===== src/rtl/down_sample_sched_pkg.sv =====
// Shared types and helpers for the down_sample op scheduler.
package down_sample_sched_pkg;

    localparam int DS_CTRL_W = 16;

    typedef logic [3:0][DS_CTRL_W-1:0] ctrl_vars_t;

    typedef enum logic [1:0] {
        IDLE = 2'd0,
        RUN  = 2'd1,
        DONE = 2'd2
    } sched_state_t;

    // (ac,ay,ax) > (bc,by,bx) in raster order; operands are one bit wider so 2y+1 fits
    function automatic logic lex_gt(input logic [DS_CTRL_W:0] ac, input logic [DS_CTRL_W:0] ay,
                                    input logic [DS_CTRL_W:0] ax, input logic [DS_CTRL_W:0] bc,
                                    input logic [DS_CTRL_W:0] by, input logic [DS_CTRL_W:0] bx);
        return (ac > bc) || ((ac == bc) && ((ay > by) || ((ay == by) && (ax > bx))));
    endfunction

    function automatic ctrl_vars_t pack_cv(input logic [DS_CTRL_W-1:0] c,
                                           input logic [DS_CTRL_W-1:0] y,
                                           input logic [DS_CTRL_W-1:0] x);
        ctrl_vars_t cv;
        cv[0] = '0;
        cv[1] = c;
        cv[2] = y;
        cv[3] = x;
        return cv;
    endfunction

endpackage


===== src/rtl/down_sample_loop_counter.sv =====
// Three-level (c,y,x) raster counter that parks on its last element and flags done.
module down_sample_loop_counter #(
    parameter int W     = 16,
    parameter int X_MAX = 63,
    parameter int Y_MAX = 63,
    parameter int C_MAX = 3
) (
    input  logic         clk,
    input  logic         rst,
    input  logic         clr,
    input  logic         inc,
    output logic [W-1:0] c,
    output logic [W-1:0] y,
    output logic [W-1:0] x,
    output logic         last,
    output logic         done
);

    localparam logic [W-1:0] XM = W'(X_MAX);
    localparam logic [W-1:0] YM = W'(Y_MAX);
    localparam logic [W-1:0] CM = W'(C_MAX);

    logic [W-1:0] c_q, c_d, y_q, y_d, x_q, x_d;
    logic         done_q, done_d;

    assign last = (x_q == XM) && (y_q == YM) && (c_q == CM);

    always_comb begin
        c_d    = c_q;
        y_d    = y_q;
        x_d    = x_q;
        done_d = done_q;
        if (clr) begin
            c_d    = '0;
            y_d    = '0;
            x_d    = '0;
            done_d = 1'b0;
        end else if (inc && !done_q) begin
            if (last) begin
                done_d = 1'b1;
            end else if (x_q != XM) begin
                x_d = x_q + W'(1);
            end else begin
                x_d = '0;
                if (y_q != YM) begin
                    y_d = y_q + W'(1);
                end else begin
                    y_d = '0;
                    c_d = c_q + W'(1);
                end
            end
        end
    end

    always_ff @(posedge clk or posedge rst) begin
        if (rst) begin
            c_q    <= '0;
            y_q    <= '0;
            x_q    <= '0;
            done_q <= 1'b0;
        end else begin
            c_q    <= c_d;
            y_q    <= y_d;
            x_q    <= x_d;
            done_q <= done_d;
        end
    end

    assign c    = c_q;
    assign y    = y_q;
    assign x    = x_q;
    assign done = done_q;

endmodule


===== src/rtl/down_sample_op_scheduler.sv =====
// Issues input write, 2x2 avg-pool compute and output read enables for one frame.
// state | meaning
// IDLE  | no frame active, all enables low
// RUN   | frame in flight, ops fire as their dependencies allow
// DONE  | last output element handed off, waiting for start
module down_sample_op_scheduler
    import down_sample_sched_pkg::*;
#(
    parameter int IN_W   = 64,
    parameter int IN_H   = 64,
    parameter int CH     = 4,
    parameter int CTRL_W = DS_CTRL_W
) (
    input  logic                  clk,
    input  logic                  rst,
    input  logic                  flush,
    input  logic                  start,
    input  logic                  in_valid,
    output logic                  in_ready,
    output logic                  hw_in_wen,
    output logic [4*CTRL_W-1:0]   hw_in_ctrl_vars,
    output logic                  pool_ren,
    output logic                  pool_wen,
    output logic [4*CTRL_W-1:0]   pool_ctrl_vars,
    output logic                  out_valid,
    input  logic                  out_ready,
    output logic                  out_ren,
    output logic [4*CTRL_W-1:0]   out_ctrl_vars,
    output logic                  busy,
    output logic                  done
);

    sched_state_t state_q, state_d;

    logic [CTRL_W-1:0] ic, iy, ix, pc, py, px, oc, oy, ox;
    logic in_last, in_done, comp_last, comp_done, out_last, out_done;
    logic running, cnt_clr, dep_ok, out_hs;
    logic unused_flags;

    assign running = (state_q == RUN);
    assign cnt_clr = flush || (start && !running);

    down_sample_loop_counter #(.W(CTRL_W), .X_MAX(IN_W-1), .Y_MAX(IN_H-1), .C_MAX(CH-1)) u_in_cnt (
        .clk(clk), .rst(rst), .clr(cnt_clr), .inc(hw_in_wen),
        .c(ic), .y(iy), .x(ix), .last(in_last), .done(in_done)
    );

    down_sample_loop_counter #(.W(CTRL_W), .X_MAX(IN_W/2-1), .Y_MAX(IN_H/2-1), .C_MAX(CH-1)) u_comp_cnt (
        .clk(clk), .rst(rst), .clr(cnt_clr), .inc(pool_ren),
        .c(pc), .y(py), .x(px), .last(comp_last), .done(comp_done)
    );

    down_sample_loop_counter #(.W(CTRL_W), .X_MAX(IN_W/2-1), .Y_MAX(IN_H/2-1), .C_MAX(CH-1)) u_out_cnt (
        .clk(clk), .rst(rst), .clr(cnt_clr), .inc(out_hs),
        .c(oc), .y(oy), .x(ox), .last(out_last), .done(out_done)
    );

    assign unused_flags = in_last ^ comp_last ^ out_done;

    // The window's bottom-right pixel (c,2y+1,2x+1) is written once the input counter has moved past it.
    assign dep_ok = in_done || lex_gt({1'b0, ic}, {1'b0, iy}, {1'b0, ix},
                                      {1'b0, pc}, {py, 1'b1}, {px, 1'b1});

    assign in_ready  = running && !in_done;
    assign hw_in_wen = in_valid && in_ready;
    assign pool_ren  = running && !comp_done && dep_ok;
    assign pool_wen  = pool_ren;
    assign out_valid = running && (comp_done || lex_gt({1'b0, pc}, {1'b0, py}, {1'b0, px},
                                                       {1'b0, oc}, {1'b0, oy}, {1'b0, ox}));
    assign out_ren   = out_valid;
    assign out_hs    = out_valid && out_ready;
    assign busy      = running;
    assign done      = (state_q == DONE);

    assign hw_in_ctrl_vars = pack_cv(ic, iy, ix);
    assign pool_ctrl_vars  = pack_cv(pc, py, px);
    assign out_ctrl_vars   = pack_cv(oc, oy, ox);

    always_comb begin
        state_d = state_q;
        if (flush) begin
            state_d = IDLE;
        end else begin
            case (state_q)
                IDLE:    if (start) state_d = RUN;
                RUN:     if (out_hs && out_last) state_d = DONE;
                DONE:    if (start) state_d = RUN;
                default: state_d = IDLE;
            endcase
        end
    end

    always_ff @(posedge clk or posedge rst) begin
        if (rst) state_q <= IDLE;
        else     state_q <= state_d;
    end

endmodule


===== config.mk =====
export PLATFORM = sky130hd
export DESIGN_NAME = down_sample_op_scheduler
export DESIGN_NICKNAME = d
export VERILOG_FILES = /design/src/rtl/down_sample_sched_pkg.sv /design/src/rtl/down_sample_loop_counter.sv /design/src/rtl/down_sample_op_scheduler.sv
export SDC_FILE = /design/constraint.sdc
export NUM_CORES = 1
export LEC_CHECK = 0
export CAP_MARGIN = 30
export CORE_AREA = 2 2 185 187
export CTS_CLUSTER_DIAMETER = 40
export DETAILED_ROUTE_END_ITERATION = 8
export DIE_AREA = 0 0 187 189
export PLACE_DENSITY = 0.64
export SETUP_SLACK_MARGIN = 0.5
export SLEW_MARGIN = 25
export SYNTH_ARGS = -nofsm -noshare
export SYNTH_HDL_FRONTEND = slang
export SYNTH_SLANG_ARGS = --single-unit

===== constraint.sdc =====
create_clock -name clk -period 8.58 [get_ports clk]
set_input_delay 0.858 -clock clk [delete_from_list [all_inputs] [get_ports clk]]
set_output_delay 0.858 -clock clk [all_outputs]
set_load 0.005 [all_outputs]

Word level (Yosys, flattened, before mapping)
Index checks and enable logic that the tools add are counted.
- add/subtract/negate cells: 9
- order comparisons: 6
- equal/unequal tests: 32
- mux-type cells: 55
- reductions and logical operators: 53
- operators by type and width (cell ; number):
    $mux W16 ; 42
    $add A16 B1 Y16 const B ; 9
    $eq A16 B5 Y1 const B ; 4
    $gt A16 B16 Y1 ; 4
    $ne A16 B5 Y1 const B ; 4
    $eq A16 B16 Y1 ; 3
    $eq A16 B2 Y1 const B ; 3
    $gt A16 B17 Y1 ; 2
    $eq A16 B6 Y1 const B ; 2
    $ne A16 B6 Y1 const B ; 2
    $logic_and A1 B1 Y1 ; 21
    $eq A16 B17 Y1 ; 1
    $reduce_and A2 Y1 ; 7
    $ne A2 B2 Y1 const B ; 6
    $reduce_and A4 Y1 ; 3
    $reduce_bool A2 Y1 ; 6
    $mux W1 ; 9
    $reduce_and A3 Y1 ; 3
    $logic_or A1 B1 Y1 ; 7
    $mux W2 ; 3
    $ne A2 B1 Y1 const B ; 3
    $logic_not A1 Y1 ; 4
    $pmux W2 S2 ; 1
    $ne A3 B1 Y1 const B ; 1
    other kinds (5) ; 5
- register bits: 149
- input port bits: 6
- logic and storage cells: 168

Logic depth before layout (Yosys ltp)
Gate-level depths: netlist (run 1).
- depth after elaboration: 12
- depth in mapped cells: 13

Hierarchy
A second synthesis (run 1) with hierarchy kept.
- cells, all modules: 1291
- area total of the unflattened synthesis: 11150.7 sq um
- modules (own cells, without submodules) (module ; times used ; cells an instance ; area an instance (sq um) ; seq. area each (sq um)):
    down_sample_loop_counter (u_comp_cnt ...) ; 2 ; 295 ; 2705.1 ; 1226.2
    down_sample_op_scheduler ; 1 ; 407 ; 2960.3 ; 50.0
    down_sample_loop_counter (u_in_cnt) ; 1 ; 294 ; 2780.2 ; 1226.2

Least setup slack after synthesis (run 1)
OpenSTA, ideal clock, no wires.
- path type: register -> output
- start point: register u_comp_cnt.c_q[12] (netlist: u_comp_cnt.c[12])
- end point: output port pool_wen
- arrival time: 2355 ps
- required time: 7722 ps
- path slack: 5367 ps
- stages on the path, launching flop included: 12
- path through: dfrtp_1 > inv_1 > ha_1 > nand2_1 > nor4_1 > nand4_1 > a31oi_1 > o21ai_2 > o22a_2 > inv_2 > buf_2 > buf_4
- cells in the longest elaborated chain, start to end: 5
- elaborated cells between the ends (all ways): 6
- RTL lines (what ; line ; RTL):
    start, declared ; down_sample_loop_counter.sv:23 ; logic [W-1:0] c_q, c_d, y_q, y_d, x_q, x_d;
    start signal, assigned ; down_sample_loop_counter.sv:57 ; c_q <= '0;
    start signal, assigned ; down_sample_loop_counter.sv:62 ; c_q <= c_d;
    parallel branches: the longest is 2 deep, another holds $gt A16 B16 Y1 ; - ;
    $logic_or A1 B1 Y1 * ; down_sample_sched_pkg.sv:18 ; return (ac > bc) || ((ac == bc) && ((ay > by) || ((ay == by) && (ax > bx))));
    $logic_or A1 B1 Y1 * ; down_sample_op_scheduler.sv:61 ; assign dep_ok = in_done || lex_gt({1'b0, ic}, {1'b0, iy}, {1'b0, ix},
    $logic_and A1 B1 Y1 * ; down_sample_op_scheduler.sv:66 ; assign pool_ren = running && !comp_done && dep_ok;
    end, declared ; down_sample_op_scheduler.sv:23 ; output logic pool_wen,
Mark *: on every way between the ends.

Final worst setup path (run 1)
- start point: register u_comp_cnt.c_q[11] (netlist: u_comp_cnt.c[11])
- end point: output port pool_wen
Same word-level chain as after synthesis.

==> results.md, run 1 <==
* Status: completed
* Endpoints failing setup at 0
* HP Class: reg -> reg
* Core box area at ~0.033 mm²
* LEAKAGE at ~5.7 nW
* Die ar. at between 0.03 and 0.04 mm²
* DRC at 0
* Vias/cell at approximately 5.6
* Pwr dens at about 120 mW/mm²
* Sequential fraction of the synthesis area at between 30% and 40%
* Largest net degree at the start of global routing at 96
* Detailed Route WL at roughly 35 mm
* Max Buffers Root-to-Sink at 2
* CTS tree: yes
* TritonCTS Buffers at 17
* Crit path cell chain: inv_1 > ha_1 > nand2_1 > nor4_1 > nand4_1 > a31oi_1 > o21ai_2 > o22a_2 > inv_2 > clkdlybuf4s50_1
* Htree depth at 4
* Synthesis Warnings at 0
* Layout area overhead at 22.4%
* Slew headroom at 43.1%
* Period utilization at 52.6%
* CP Max Fanout at 15
* Kind of end point of the critical path: output pin
* Slew Viols, Final at 0
* Setup CP Type: reg -> out
* Peak Freq at approximately 220 MHz
* Detailed Routing Iterations Pass 1 at 6
* Placer congestion estimate at 0.875
* Routed vias at between 10000 and 15000
* Syn Area/Cell at between 8 and 9 µm²
* Post-synth EDFFs at 0
* Die Ht at between 150 and 200 µm
* Placed cell area at approximately 0.013 mm²
* Main synth FF type: dfrtp_1
* Die Wd at around 190 µm
* RSZ-0062 raised after global routing: false
* Clock sink count at 149
* Worst slew pin tran at approximately 850 ps
* Post-synthesis sequential element count at 149
* Synth cell types at 93
* Dpl hpwl at roughly 26 mm
* Min Tclk post-route at between 4000 and 5000 ps
* Share of layout cells above drive strength 1 at 5.73%
* Synth Cell Area at 0.0112 mm²
* Number of port buffers at 157
* First-pass GRT wire length at ~56 mm
* CP Data Arrival Time at roughly 3700 ps
* TNS Setup at 0 ps
* Tot Pwr at around 1.7 mW
* Ys async rst share at 100%
* Post-Route Utilization at between 40% and 50%
* Gr usage total at 19.7%
* Ant diodes at 0
* IO Pins at 206
* Post_cts resized at 0
* Final ANT Viol Nets at 0
* Nets at around 1600
* Total setup buffers inserted after CTS at 0
* DRT iter0 DRCs at between 800 and 900
* Clock root buffer: clkbuf_16
* Cell Rows at 67
* Initial Util at roughly a third
* Setup Skew at approximately 12 ps
* Design area at ~0.014 mm²
* Critical path required time at 7720 ps
* Slowest-stage cell, CP: clkdlybuf4s50_1
* Clock-pin slew on the worst setup and hold paths at 70 ps
* Total grt overflow at 0
* Initial antenna violation count at 0
* Worst skew pair latency at 430 ps
* Routed len/inst at approximately 18 µm
* Crit path launch type: flop
* Max incr delay on CP at roughly 570 ps
* Syn Inst Count at approximately 1300
* Hold Vio Cnt, Final at 0
* Hold buffers post-CTS at 0
* Vias in the first global route at just under 10000
* VDD IR max at 0.145 mV
* Maxcap violations at 0
* WHS at around 500 ps
==> critical path: cells and delay by family (launching register included) <==
| kind | cells | cell delay [ps] |
|---|---|---|
| adder cells (fa/ha/maj) | 1 | 280 |
| AO/OA/AOI/OAI | 3 | 690 |
| AND/OR/NAND/NOR | 3 | 810 |
| flip-flops | 1 | 510 |
| buffers and inverters | 3 | 940 |
==> kinds of logic after synthesis <==
family	after synthesis	share of synthesized area, %
xor gates and xnor gates	31	2.43
DFF	149	33.4
muxes	11	1.02
adders and majority gates	103	11.6
buffers and inverters	191	8.55
and+or+nand+nor	516	25.0
other	1	0.0336
AOI/OAI and AO/OA	301	17.9
==> cell usage in the layout, fill, tap and decap left out, drive strengths merged, types with 6 or more instances in the layout <==
master / synthesis / layout
a21oi: 88 / 88
nor3: 29 / 29
a31oi: 22 / 22
xor2: 17 / 17
nor4: 36 / 36
nor2b: 7 / 7
buf: 70 / 10
o22ai: 7 / 7
o211ai: 21 / 21
nand3: 63 / 63
a211o: 10 / 10
nand4: 53 / 53
nand2: 107 / 107
clkinv: 0 / 7
o21a: 8 / 8
nor2: 95 / 95
ha: 103 / 103
a21o: 7 / 7
and4: 10 / 10
mux2i: 8 / 8
clkbuf: 13 / 19
and3: 43 / 43
xnor2: 14 / 14
conb: 1 / 48
a221o: 6 / 6
o21ai: 61 / 61
o31ai: 32 / 32
or4: 20 / 20
nand2b: 8 / 8
clkdlybuf4s50: 0 / 157
dfrtp: 149 / 149
or3: 26 / 26
inv: 108 / 108
==> final timing paths <==
kind                                        from         endpoint  slack, ps  cells after the start
worst max-delay path            u_comp_cnt.c[11]         pool_wen       4070                     10
min in group asynchronous                    rst    u_in_cnt.c[4]        860                      2
worst max register to register  u_comp_cnt.x[15]   u_out_cnt.y[3]       4820                      9
worst min-delay path              u_out_cnt.done   u_out_cnt.done        500                      1
max in group asynchronous                    rst  u_comp_cnt.x[2]       6270                      4
worst min register to register    u_out_cnt.done   u_out_cnt.done        500                      1
==> synthesized netlist by cell type, types with 17 or more instances <==
cell type / instances / area share [%]
dfrtp_1: 149 / 33
inv_1: 106 / 3.6
nand2_1: 105 / 3.5
ha_1: 103 / 12
nor2_1: 93 / 3.1
a21oi_1: 86 / 3.9
nand3_1: 63 / 2.8
buf_4: 54 / 3.6
nand4_1: 52 / 2.9
o21ai_0: 52 / 2.3
and3_1: 43 / 2.4
o31ai_1: 30 / 2.0
nor3_1: 28 / 1.3
nor4_1: 28 / 1.6
a31oi_1: 22 / 1.2
or3_1: 22 / 1.2
o211ai_1: 20 / 1.3
or4_1: 20 / 1.3
xor2_1: 17 / 1.3
==> per-stage QoR <==
| step | instances | worst slack (ps) |
|---|---|---|
| final | 1914 | 4070 |
| after global routing | 1914 | 3800 |
| after CTS | 1913 | 4100 |
| after detailed placement | 1881 | 4570 |
| after global placement | 1880 | 4680 |
| after floorplan | 1350 | 3710 |
==> sequential cells by signal, indices dropped and copies added, names as in the netlist, 16 cells and up <==
signal        flops
u_out_cnt.c      16
u_comp_cnt.x     16
u_out_cnt.x      16
u_comp_cnt.y     16
u_in_cnt.y       16
u_comp_cnt.c     16
u_in_cnt.x       16
u_out_cnt.y      16
u_in_cnt.c       16
==> area by class of cell <==
cell class / count / area [µm²]
timing repair buffer: 167 / 1670
clock buffer: 19 / 443
inverter: 108 / 410
fill: 3323 / 19600
tap: 448 / 561
sequential: 149 / 3730
clock inverter: 13 / 181
multi-input combinational: 1010 / 6660
==> layer usage <==
layer	track usage, %	up-vias	wire length (µm)
met2	31.8	378	16400
met4	4.37	0	446
met5	0	-	0
met1	27.0	5229	16000
met3	4.36	31	2460
li1	-	5039	-
==> where the power goes <==
part | total (mW) | switching [mW] | leakage, nW | internal, mW
Clock | 0.814 | 0.320 | 0.303 | 0.494
Sequential | 0.712 | 0.00626 | 2.08 | 0.705
Combinational | 0.137 | 0.0941 | 3.31 | 0.0425
Total | 1.66 | 0.420 | 5.70 | 1.24
(Power assumes the default switching activity.)
==> inputs of run 2 (changes only) <==
- clock period: 8.58 -> 4.2 ns (I/O delays scaled with it)
==> run 2 against run 1 <==
Effect of this change:
- via count up 1.8%
- worst setup slack worse by 3500 ps
- sequential cell count unchanged
- clock skew down 2.1 ps
- total power up 110%
- cell area up 3.3%
- sequential power up 100%
- clock-buffer cell count up 2
- highest routed layer unchanged
==> results.md, run 2 (same netlist as run 1, synthesis figures left out) <==
* Clock root buffer: clkbuf_16
* CTS tree: yes
* Vias in the first global route at around 10000
* Placer congestion estimate at 0.901
* Sequential share of power at between 40% and 50%
* First-pass GRT wire length at 55.6 mm
* Initial Util at between 30 and 40%
* TritonCTS Buffers at 17
* Initial antenna violation count at 0
* Gr usage total at 19.6%
* Die Ht at around 190 µm
* Htree depth at 4
* P_int at around 2.6 mW
* Number of port buffers at between 150 and 200
* CP Data Arrival Time at 3190 ps
* Nets at 1603
* WHS at roughly 420 ps
* Min Tclk post-route at 3610 ps
* Vias/cell at roughly 5.6
* Routed vias at around 11000
* Design area at roughly 0.014 mm²
* Die ar. at 0.0353 mm²
* DRT iter0 DRCs at about 830
* Period utilization at between 80% and 90%
* Logic pwr share at under 10%
* DRC at 0
* RSZ-0062 raised after global routing: true
* Total grt overflow at 0
* Placed Cells at 1893
* Detailed Routing Iterations Pass 1 at 5
* Slew headroom at approximately half
* Setup CP Type: reg -> out
* Layout area overhead at 26.4%
* HP Class: in -> async
* Clock sink count at around 150
* Pwr dens at about 240 mW/mm²
* Fraction of power consumed by the clock network at 48.3%
* Largest net degree at the start of global routing at between 60 and 70
* Clock-pin slew on the worst setup and hold paths at 60 ps
* Maxcap violations at 0
* Routed len/inst at roughly 18 µm
* Cell Rows at 67
* TNS Setup at 0 ps
* Dpl hpwl at roughly 27 mm
* Peak Freq at between 200 and 300 MHz
* Hold Vio Cnt, Final at 0
* Worst slew pin tran at 750 ps
* Crit path launch type: flop
* Status: completed
* Sw Ratio at about 25%
* Psw at approximately 0.85 mW
* Die Wd at ~190 µm
* Placed cell area at between 0.01 and 0.015 mm²
* Tot Pwr at roughly 3.4 mW
* Kind of end point of the critical path: output pin
* Most frequent cells in the layout: 157 x clkdlybuf4s50_1, 123 x dfrtp_1, 105 x nand2_1, 105 x inv_1, 102 x ha_1
* Core box area at about 0.033 mm²
* VDD IR max at between 0.2 and 0.3 mV
* Layout Cells excl Fill at ~2000
* Ant diodes at 0
* Detailed Route WL at around 36 mm
* LEAKAGE at around 5.9 nW
* Worst skew pair latency at between 400 and 500 ps
* CP Max Fanout at 9
* Setup Skew at 9.46 ps
* Commonest non-fill, non-tap cell in the layout: clkdlybuf4s50_1
* Critical path required time at about 3800 ps
* Hold buffers post-CTS at 0
* Final ANT Viol Nets at 0
* Slew Viols, Final at 0
* IO Pins at 206
* Max Buffers Root-to-Sink at 2
* Endpoints failing setup at 0
* Share of layout cells above drive strength 1 at between 10 and 15%
==> run 2: cell type report <==
type / count / area, µm²
clock buffer: 21 / 460
timing repair buffer: 208 / 1990
fill: 3299 / 19200
tap: 448 / 561
inverter: 108 / 422
clock inverter: 10 / 154
sequential: 149 / 3760
multi-input combinational: 1010 / 6750
==> run 2: path summary, 6_finish.rpt <==
path / from / end / slack, ps / cells after the start
worst max-delay path: u_comp_cnt.y[14] / pool_wen / 590 / 8
min in group clk: u_out_cnt.done / u_out_cnt.done / 500 / 1
max in group asynchronous: rst / u_comp_cnt.c[11] / 2850 / 3
worst min-delay path: rst / u_in_cnt.c[4] / 420 / 2
worst min register to register: u_out_cnt.done / u_out_cnt.done / 500 / 1
worst max register to register: u_out_cnt.y[7] / u_out_cnt.c[8] / 740 / 12
==> run 2: stage by stage <==
stage / worst slack [ps] / util [%]
finish: 591 / 42.4
global route: 469 / 42.4
CTS: 525 / 41.4
detailed placement: 647 / 39.4
global placement: 747 / 39.3
floorplan: 1430 / -
==> run 2: critical path: stages (launching register included) <==
cell             delay [ps]
dfrtp_1                 510
inv_1                   110
ha_1                    310
nand4_1                 210
or4_1                   610
o21ai_4                 240
o22a_4                  230
clkinv_8                 80
clkdlybuf4s50_1         450
==> run 2: routing by layer <==
metal,global-route usage [%],wire [µm],vias to the layer above
met5,0,0,-
met4,4.30,421,0
met3,4.02,2630,34
met2,31.9,16600,405
met1,26.8,16000,5295
li1,-,-,5136
==> run 2: power groups by stage <==
stage                     registers, mW  logic (mW)  clock network (mW)
after floorplan                    1.48       0.216                   0
after global placement             1.48       0.276                   0
after detailed placement           1.48       0.283                   0
after CTS                          1.45       0.288                1.68
after global routing               1.45       0.349                1.75
final                              1.45       0.316                1.65
==> run 2: timing repair <==
action,in CTS,in global routing
gates cloned,0,0
pin swaps,2,10
endpoints found under the setup margin,4,4
resized for setup,8,36
setup buffers,2,28
==> inputs of run 3 (changes only) <==
- ABC_CLOCK_PERIOD_IN_PS: unset -> 4200
- CTS_CLUSTER_SIZE: unset -> 25
- SYNTH_HIERARCHICAL: unset -> 1
==> run 3 against run 2 <==
Effect of this change:
- sequential cell count did not move
- routed wire length hardly changed
- via count is 0.94% lower
- fmax up 1.3%
- global-route usage increased by 0.27 points
- combinational power is 59% lower
- cell area increased by 1.2%
- clock-buffer cell count is the same
- worst hold slack improved by 33 ps
- critical path type unchanged
- critical endpoint unchanged
- largest cell class unchanged
==> results.md, run 3 <==
* Grt met1 use at about 27%
* Die ar. at 0.0353 mm²
* Htree depth at 4
* Maxcap violations at 0
* Most frequent cells in the layout: 156 x clkdlybuf4s50_1, 115 x dfrtp_1, 110 x inv_1
* Routed vias at about 11000
* Clock-pin slew on the worst setup and hold paths at 70 ps
* GRT met2 Usage at a little under a third
* RR Endpoint: u_out_cnt/c[7]
* Slew Viols, Final at 0
* RR Startpoint: u_comp_cnt/y[15]
* Dpl hpwl at between 20 and 30 mm
* Hold Vio Cnt, Final at 0
* Number of port buffers at about 160
* CP Max Fanout at 10
* Max incr delay on CP at a little over 500 ps
* Final ANT Viol Nets at 0
* Peak Freq at ~280 MHz
* P_int at 2.36 mW
* Reg2reg setup slack at between 600 and 700 ps
* Slowest-stage cell, CP: dfrtp_2
* Ant diodes at 0
* Nets at roughly 1600
* Detailed Routing Iterations Pass 1 at 6
* Critical path required time at between 3000 and 4000 ps
* Logic pwr share at under 10%
* DRC at 0
* Worst slew pin tran at around 900 ps
* Initial antenna violation count at 0
* Vias/cell at approximately 5.5
* Setup CP Type: reg -> out
* Die Wd at around 190 µm
* VDD IR max at roughly 0.26 mV
* Detailed Route WL at roughly 36 mm
* Status: completed
* Period utilization at ~85%
* Min Tclk post-route at around 3600 ps
* Placer congestion estimate at 0.922
* Synth Cell Area at ~0.011 mm²
* Psw at about 0.76 mW
* CP bufs+invs at 3
* CTS tree: yes
* Met3 GRT Util at 3.21%
* Sw Ratio at approximately a quarter
* First-pass GRT wire length at 56.3 mm
* Fraction of power consumed by the clock network at 49.6%
* Endpoints failing setup at 0
* Layout area overhead at 28.1%
* Die Ht at between 150 and 200 µm
* Commonest non-fill, non-tap cell in the layout: clkdlybuf4s50_1
* Syn Inst Count at 1289
* DRT iter0 DRCs at around 1000
* Tot Pwr at 3.11 mW
* Clock sink count at 149
* Total grt overflow at 0
* Clock root buffer: clkbuf_16
* Pwr dens at 218 mW/mm²
* Slew headroom at 39.7%
* Most crowded layer after global routing: met2
* Core box area at 0.0333 mm²
* Initial Util at 33.5%
* Share of layout cells above drive strength 1 at between 10% and 20%
* Routed len/inst at around 18 µm
* Crit path cell chain: inv_1 > ha_1 > a21o_1 > a21oi_1 > nor2b_1 > or4_1 > o211ai_1 > a31oi_2 > buf_4 > clkdlybuf4s50_1
* Crit path launch type: flop
* TritonCTS Buffers at 17
* Synthesis Warnings at 6
* CP Data Arrival Time at 3140 ps
* Largest net degree at the start of global routing at 50
* Setup Skew at ~12 ps
* Vias in the first global route at between 10000 and 15000
* Gr usage total at roughly 20%
* Worst skew pair latency at roughly 440 ps
* Top cell family by delay on the critical path: buffers and inverters
* Max Buffers Root-to-Sink at 2
* Cell Rows at 67
* IO Pins at around 210
* Kind of end point of the critical path: output pin
* LEAKAGE at approximately 5.8 nW
* Syn Area/Cell at between 8 and 9 µm²
* Sequential share of power at 46.2%
* TNS Setup at 0 ps
* R2R cell count at 12
* HP Class: in -> async
* RSZ-0062 raised after global routing: true
## run 3: area by class of cell
cell class / count / area (µm²)
fillers: 3216 / 19000
multi-input cells: 996 / 6780
flip-flops and latches: 149 / 3770
repair buffers: 235 / 2160
well taps: 448 / 561
clock buffers: 21 / 450
inverters: 113 / 427
clock inverters: 11 / 125
## run 3: how the worst max path moves through the flow
| stage | start | to | slack [ps] | cells past startpoint |
|---|---|---|---|---|
| final | u_comp_cnt/x[9] | pool_wen | 640 | 10 |
| after detailed placement | u_out_cnt/y[9] | u_out_cnt/c[7] | 230 | 13 |
| after global routing | u_comp_cnt/y[14] | pool_wen | 480 | 11 |
| after floorplan | u_comp_cnt/y[12] | u_comp_cnt/c[3] | 800 | 15 |
| after CTS | u_out_cnt/y[9] | out_ren | 420 | 9 |
| after global placement | u_out_cnt/y[14] | u_out_cnt/c[7] | 360 | 13 |
## run 3: stage by stage
stage	instances	hold WS [ps]	cell area [µm²]	setup slack, ps	utilization, %
global placement	1926	503	13400	359	40.4
finish	1973	452	14300	637	42.9
global route	1973	469	14300	480	42.9
CTS	1967	446	14100	422	42.4
floorplan	1336	161	11300	797	-
detailed placement	1926	520	13400	232	40.4
## run 3: power by group through the flow
stage | registers, mW | logic (mW) | clock network, mW
floorplan | 1.46 | 0.111 | 0
global placement | 1.46 | 0.130 | 0
detailed placement | 1.46 | 0.130 | 0
CTS | 1.44 | 0.131 | 1.57
global route | 1.44 | 0.147 | 1.64
finish | 1.44 | 0.131 | 1.55
## run 3: layer usage
metal  up-vias  routed length (µm)  part of all wire, %
met4         0                1140                  3.2
li1       5105                   -                    -
met3        66                1820                  5.1
met1      5184               16300                   46
met2       413               16300                   46
met5         -                   0                    0
## run 3: timing repair
item,CTS,global route
pin swaps,2,5
hold buffers,0,0
cloned,1,0
gates resized for setup,8,43
endpoints found under the setup margin,48,72
setup buffers,8,6
